## config.mk

```make
export PLATFORM = sky130hd
export DESIGN_NAME = alu_result_fifo
export DESIGN_NICKNAME = d
export VERILOG_FILES = /design/src/rtl/alu_result_fifo.sv
export SDC_FILE = /design/constraint.sdc
export NUM_CORES = 1
export LEC_CHECK = 0
export CAP_MARGIN = 20
export CORE_ASPECT_RATIO = 1.1
export CORE_UTILIZATION = 50
export CTS_CLUSTER_SIZE = 25
export DETAILED_ROUTE_END_ITERATION = 10
export GPL_ROUTABILITY_DRIVEN = 0
export GPL_TIMING_DRIVEN = 0
export PLACE_DENSITY = 0.77
export REMOVE_ABC_BUFFERS = 1
export SETUP_SLACK_MARGIN = 0.5
export SLEW_MARGIN = 20
export SYNTH_ARGS = -nofsm -noshare
export SYNTH_HDL_FRONTEND = slang
export SYNTH_SLANG_ARGS = --single-unit
export TNS_END_PERCENT = 10
```

## constraint.sdc

```tcl
create_clock -name clk -period 6.7 [get_ports clk]
set_input_delay 1.675 -clock clk [delete_from_list [all_inputs] [get_ports clk]]
set_output_delay 1.675 -clock clk [all_outputs]
set_load 0.05 [all_outputs]
```

## src/rtl/alu_result_fifo.sv

```systemverilog
// ---------------------------------------------------------------------------
// alu_result_fifo
//   First-word-fall-through queue that sits behind the 32-bit ALU. Each entry
//   holds {result, overflow, cout, zero, tag}. The head entry is presented to
//   the writeback stage over a valid/ready handshake. A sticky overflow bit
//   records that some accepted entry carried overflow=1.
//
//   Optional feature (macro ALU_RESULT_FIFO_STATS_EN): adds a 16-bit
//   saturating count of accepted overflow pushes on port ovf_events.
//
// Ports:
//   clk, rst_n      rising-edge clock, synchronous active-low reset
//   flush           synchronous queue clear (sticky_ovf is kept)
//   in_valid/ready  producer handshake; in_result/zero/cout/overflow/tag data
//   out_valid/ready consumer handshake; out_result/flags/tag head entry
//                   (out_flags = {overflow, cout, zero})
//   count           occupancy 0..DEPTH
//   sticky_ovf      set by an overflow push, cleared by clr_sticky
//   ovf_events      (stats build only) saturating overflow-push counter
// ---------------------------------------------------------------------------
module alu_result_fifo #(
    parameter int DEPTH = 4,
    parameter int TAG_W = 4,
    parameter int CNT_W = 3
) (
    input  logic             clk,
    input  logic             rst_n,
    input  logic             flush,
    input  logic             in_valid,
    output logic             in_ready,
    input  logic [31:0]      in_result,
    input  logic             in_zero,
    input  logic             in_cout,
    input  logic             in_overflow,
    input  logic [TAG_W-1:0] in_tag,
    output logic             out_valid,
    input  logic             out_ready,
    output logic [31:0]      out_result,
    output logic [2:0]       out_flags,
    output logic [TAG_W-1:0] out_tag,
    output logic [CNT_W-1:0] count,
    output logic             sticky_ovf,
`ifdef ALU_RESULT_FIFO_STATS_EN
    output logic [15:0]      ovf_events,
`endif
    input  logic             clr_sticky
);

    localparam int PTR_W = $clog2(DEPTH);

    logic [31:0]      res_q [DEPTH];
    logic [2:0]       flg_q [DEPTH];
    logic [TAG_W-1:0] tag_q [DEPTH];

    logic [PTR_W-1:0] wr_ptr_q, wr_ptr_d;
    logic [PTR_W-1:0] rd_ptr_q, rd_ptr_d;
    logic [CNT_W-1:0] cnt_q, cnt_d;
    logic             sticky_q, sticky_d;
    logic             push, pop;

    // in_ready depends only on registered occupancy plus flush/reset, so the
    // producer never sees a combinational path from out_ready. A full queue
    // therefore refuses a push even in a cycle where the head is popped.
    assign in_ready   = rst_n && (cnt_q != CNT_W'(DEPTH)) && !flush;
    assign out_valid  = (cnt_q != '0);
    assign push       = in_valid && in_ready;
    assign pop        = out_valid && out_ready;

    assign out_result = res_q[rd_ptr_q];
    assign out_flags  = flg_q[rd_ptr_q];
    assign out_tag    = tag_q[rd_ptr_q];
    assign count      = cnt_q;
    assign sticky_ovf = sticky_q;

    always_comb begin
        wr_ptr_d = wr_ptr_q;
        rd_ptr_d = rd_ptr_q;
        cnt_d    = cnt_q;
        if (flush) begin
            // A pop presented alongside flush is discarded; push is already
            // blocked through in_ready.
            wr_ptr_d = '0;
            rd_ptr_d = '0;
            cnt_d    = '0;
        end else begin
            // DEPTH is a power of two, so natural pointer overflow is the wrap.
            if (push) wr_ptr_d = wr_ptr_q + PTR_W'(1);
            if (pop)  rd_ptr_d = rd_ptr_q + PTR_W'(1);
            case ({push, pop})
                2'b10:   cnt_d = cnt_q + CNT_W'(1);
                2'b01:   cnt_d = cnt_q - CNT_W'(1);
                default: cnt_d = cnt_q;
            endcase
        end
    end

    // Set has priority over clear so a same-cycle overflow is never lost.
    always_comb begin
        sticky_d = sticky_q;
        if (push && in_overflow) sticky_d = 1'b1;
        else if (clr_sticky)     sticky_d = 1'b0;
    end

    always_ff @(posedge clk) begin
        if (!rst_n) begin
            wr_ptr_q <= '0;
            rd_ptr_q <= '0;
            cnt_q    <= '0;
            sticky_q <= 1'b0;
            for (int i = 0; i < DEPTH; i++) begin
                res_q[i] <= '0;
                flg_q[i] <= '0;
                tag_q[i] <= '0;
            end
        end else begin
            wr_ptr_q <= wr_ptr_d;
            rd_ptr_q <= rd_ptr_d;
            cnt_q    <= cnt_d;
            sticky_q <= sticky_d;
            if (push) begin
                res_q[wr_ptr_q] <= in_result;
                flg_q[wr_ptr_q] <= {in_overflow, in_cout, in_zero};
                tag_q[wr_ptr_q] <= in_tag;
            end
        end
    end

`ifdef ALU_RESULT_FIFO_STATS_EN
    logic [15:0] ovf_cnt_q, ovf_cnt_d;

    always_comb begin
        ovf_cnt_d = ovf_cnt_q;
        if (push && in_overflow && (ovf_cnt_q != 16'hFFFF))
            ovf_cnt_d = ovf_cnt_q + 16'd1;
    end

    always_ff @(posedge clk) begin
        if (!rst_n) ovf_cnt_q <= '0;
        else        ovf_cnt_q <= ovf_cnt_d;
    end

    assign ovf_events = ovf_cnt_q;
`endif

endmodule

```

* Yosys cells after proc, flatten, opt, wreduce, memory -nomap -nowiden
Memories as Yosys holds them, arrays and structs flattened. A register that Yosys moved wholly into a read port is not among the register bits.
Cells that the tools add are included.
Widths: inputs -> output; s select.
** Word-level totals
- Register bits after elaboration :: 8
- Memory bits (writable) :: 156
- Input bits :: 45
- Output and inout port bits :: 45
- Memories kept :: 3
** Memories
- res_q :: depth 4, width 32, read ports 1, clocked after memory_dff 1, write ports 4, line 51 : logic [31:0] res_q [DEPTH];
- tag_q :: depth 4, width 4, read ports 1, clocked after memory_dff 1, write ports 4, line 53 : logic [TAG_W-1:0] tag_q [DEPTH];
- flg_q :: depth 4, width 3, read ports 1, clocked after memory_dff 1, write ports 4, line 52 : logic [2:0] flg_q [DEPTH];
** Operators by class
- Add/sub/neg operators :: 4
- Equality and inequality tests :: 3
- Mux-type cells :: 22
- Bitwise operators :: 1
- Reductions and logical operators :: 13
** Operators with widths (count)
- $mux 32 :: 1
- $reduce_or 32->1 :: 1
- $mux 2 :: 9
- $mux 1 :: 9
- $pmux 3 s2 :: 1
- $logic_and 1x1->1 :: 5
- $add 2x1->2 const B :: 2
- $mux 4 :: 1
- $reduce_bool 2->1 :: 2
- $reduce_or 4->1 :: 1
- $add 3x1->3 const B :: 1
- $mux 3 :: 1
- $ne 3x3->1 const B :: 1
- $reduce_bool 3->1 :: 1
- $reduce_or 3->1 :: 1
- $sub 3x1->3 const B :: 1
- $eq 2x1->1 const B :: 1
- $eq 2x2->1 const B :: 1
- $reduce_or 2->1 :: 1
- $logic_not 1->1 :: 1
- $not 1->1 :: 1

* Longest topological paths before layout
- Depth in word-level cells :: 9
- Depth in mapped cells :: 10
- Gate-level depth less buffers :: 9

* Worst setup path before layout
OpenSTA, ideal clock, no wires.
- Path type :: in2reg
- From :: in in_valid
- To :: mem flg_q[3][0], enable pin
- Arrival :: 5.799 ns
- Setup slack :: 0.357 ns
- Stages on the path :: 2
- Buffers on the path :: 0
- Cell sequence :: nand2_1 -> o41ai_1
** RTL lines
- from (decl) :: line 29 : input logic in_valid,
- to (decl) :: line 52

* Final worst setup path
- From :: in rst_n
- To :: out in_ready
** Between the ends
- Word-level cells in the longest chain between the ends :: 2
** RTL lines
- from (decl) :: line 27 : input logic rst_n,
- $logic_and 1x1->1 (2 in series) :: line 64 : assign in_ready = rst_n && (cnt_q != CNT_W'(DEPTH)) && !flush;
- to (decl) :: line 30 : output logic in_ready,
Every way passes these cells.

==> metrics.txt <==
Worst EP required 5030 ps; core area approximately 0.014 mm²; share of layout cells above drive strength 1 0.178; row count 45; type of element capturing the critical path output port; cell mode on critical path clkdlybuf4s50_1; f_max 185 MHz; Worst path slowest cell clkdlybuf4s50_1; Root Driver clkbuf_16; Clk Latency, worst-skew pair 420 ps; worst path bufs/invs 2; status complete, no violations; Yosys top cell by area edfxtp_1; sw frac 0.222; setup violators final 0; crit path launch type input pin; Multi-input gate area 0.00221 mm²; synthesized area per cell between 15 and 20 µm²; cts hold-fix bufs 0; GRT overflow 0; cell depth of the worst flop-to-flop path 9; initial antenna violation count 0; DIE AREA 0.0148 mm²; Pint between 1500 and 2000 µW; Max transition margin 0.429; fin crit share 0.808; fin. max-slew vios 0; WP depth 4; mapped cell area 0.00716 mm²; number of global-route vias before repair 4244; RSZ-0062 raised after global routing false; cts bufs inserted 17; ant diodes 0; Max-Cap Viols 0; Setup WS pre-CTS 1280 ps; Pwr per Cell Area around 250 mW/mm²; CTS Sinks 166; Synth Instances 430; Fin. Hold Viols 0; H-tree depth 4; drt first pass iters 5; pin count of the biggest net entering global routing 40; gr usage total 0.207; Crit path largest cell delay slightly above 800 ps; setup ws final 1290 ps; I/O pin count 90; Area Growth Syn to Fin 25.3%; fin crit period 5410 ps; sw power 505 µW; register area share after synthesis 0.682; Final #Nets 580; register bit total from synthesis 166; cts repair resizes 0; critical path class in2out; library cells used by synthesis 31; post-DR vias/cell 5.39; DR vias between 3000 and 4000; top-area cell type share of the netlist area 0.654; crit-path max FO 8; Post CTS Setup Buffer Count 0; Reg area between 0.004 and 0.005 mm²; Crit path max-delay family buffers and inverters; Fillers 1005; die outline width 116 µm; DRT Wirelength 14.2 mm; flop2flop setup slack just over 4000 ps; synth top area cells edfxtp_1 (65%), and2_1 (14%), mux4_2 (12%), dfxtp_1 (2.8%), clkbuf_1 (0.79%); cell leakage power 0.00317 µW; clock skew 5.21 ps; Buffers on Ports 89; Reg power frac 0.526; CTS tree done; clock-pin slew on the worst setup and hold paths approximately 60 ps; DP Wirelength 8.89 mm; CTS Buffer Depth 2; combinational share of power 0.090; Worst EP arrival 3740 ps; worst hold slack 460 ps; yosys warns 0; antenna-violating nets left 0; clock share of power 0.384; cells along the critical path clkdlybuf4s50_1, nand2b_1, nor2_1, clkdlybuf4s50_1; Hold WC Path Type reg2reg; first-pass GRT wire length ~22 mm; Initial Util 0.515; DRC viols 0; Max IR drop VDD 0.139 mV; wire per inst approximately 19 µm; WHS Path Cells 2; die height 128 µm; Slew @ Worst Pin 848 ps; initial DRC count 230
metal layers:
layer,routed length (µm),track usage,up-vias
met5,0,0,-
met4,244,0.0882,0
met3,782,0.0555,21
met2,7430,0.349,107
met1,5790,0.251,2028
li1,-,-,1798
power by group through the flow:
| stage | registers (µW) | logic (µW) | clock network (µW) |
|---|---|---|---|
| 6_report | 1190 | 204 | 870 |
| 5_1_grt | 1200 | 215 | 922 |
| 4_1_cts | 1190 | 206 | 884 |
| 3_5_place_dp | 1220 | 205 | 0 |
| 3_3_place_gp | 1220 | 194 | 0 |
| 2_1_floorplan | 1220 | 110 | 0 |
logic make-up after synthesis:
logic type | Yosys count | synth area share
XOR/XNOR | 4 | 0.00489
AND/OR/NAND/NOR | 180 | 0.159
multiplexers | 40 | 0.124
buffers and inverters | 30 | 0.0176
adder cells (fa/ha/maj) | 2 | 0.00454
AO/OA/AOI/OAI | 8 | 0.00803
flip-flops | 166 | 0.682
through the flow:
| stage | std cells | utilization | power, µW | area (µm²) | TNS [ps] |
|---|---|---|---|---|---|
| 2_1_floorplan | 405 | - | 1330 | 7060 | 0 |
| 3_3_place_gp | 682 | 0.588 | 1410 | 8180 | -206080 |
| 3_5_place_dp | 702 | 0.608 | 1420 | 8450 | 0 |
| 4_1_cts | 734 | 0.645 | 2280 | 8980 | 0 |
| 5_1_grt | 734 | 0.645 | 2340 | 8980 | 0 |
| 6_report | 734 | 0.645 | 2270 | 8980 | 0 |
path summary, 6_finish.rpt:
path	start	end
hold / removal	sticky_ovf	sticky_ovf
hold reg to reg	sticky_ovf	sticky_ovf
setup reg to reg	count[2]	count[2]
setup / recovery	rst_n	in_ready
placed cells by master, fill, tap and decap left out, drive strengths merged, types with 2 or more instances in the layout:
cell,n
clkinvlp,2
mux4,39
xor2,3
and2,156
nand2,3
or3,2
nor2,8
nand2b,5
a21oi,2
clkinv,10
clkdlybuf4s50,89
nor4,3
edfxtp,156
inv,5
dfxtp,10
buf,20
clkbuf,19
cells in the mapped netlist:
cell type  number
ha_1            1
nand2b_1        5
o21ai_0         1
nor2b_1         1
inv_2           1
nor4_4          1
nor4_2          2
buf_2           8
a21oi_1         2
clkbuf_1       15
o311ai_1        1
nor2_1          8
o2bb2ai_1       1
inv_1           4
nand3b_1        1
o211ai_1        1
mux2i_1         1
and2_1        156
nand2_1         3
o41ai_1         1
or3_1           2
nor3b_4         1
edfxtp_1      156
fa_1            1
buf_1           1
dfxtp_1        10
xor2_1          3
o31a_1          1
mux4_2         39
xnor2_1         1
buf_4           1
worst reg2reg max path, stage by stage (launching register included):
cell	delay (ps)
dfxtp_1	410
nor3b_4	540
nor2_4	250
inv_1	140
ha_1	210
inv_1	70
fa_1	370
xor2_1	160
or3_1	300
a21oi_1	140
final cells by class:
class                   count  share of cell area
well taps                 188              0.0262
repair buffers            109               0.123
flip-flops and latches    166               0.545
clock inverters            13              0.0100
clock buffers              19              0.0482
inverters                   5             0.00209
multi-input cells         234               0.246
registers in the layout (all words and copies together) (netlist names), named ones only:
register / flops
res_q: 128
tag_q: 16
flg_q: 12
count: 3
rd_ptr_q: 2
wr_ptr_q: 2
sticky_ovf: 1
No activity file was read; power rests on OpenSTA's default activity.
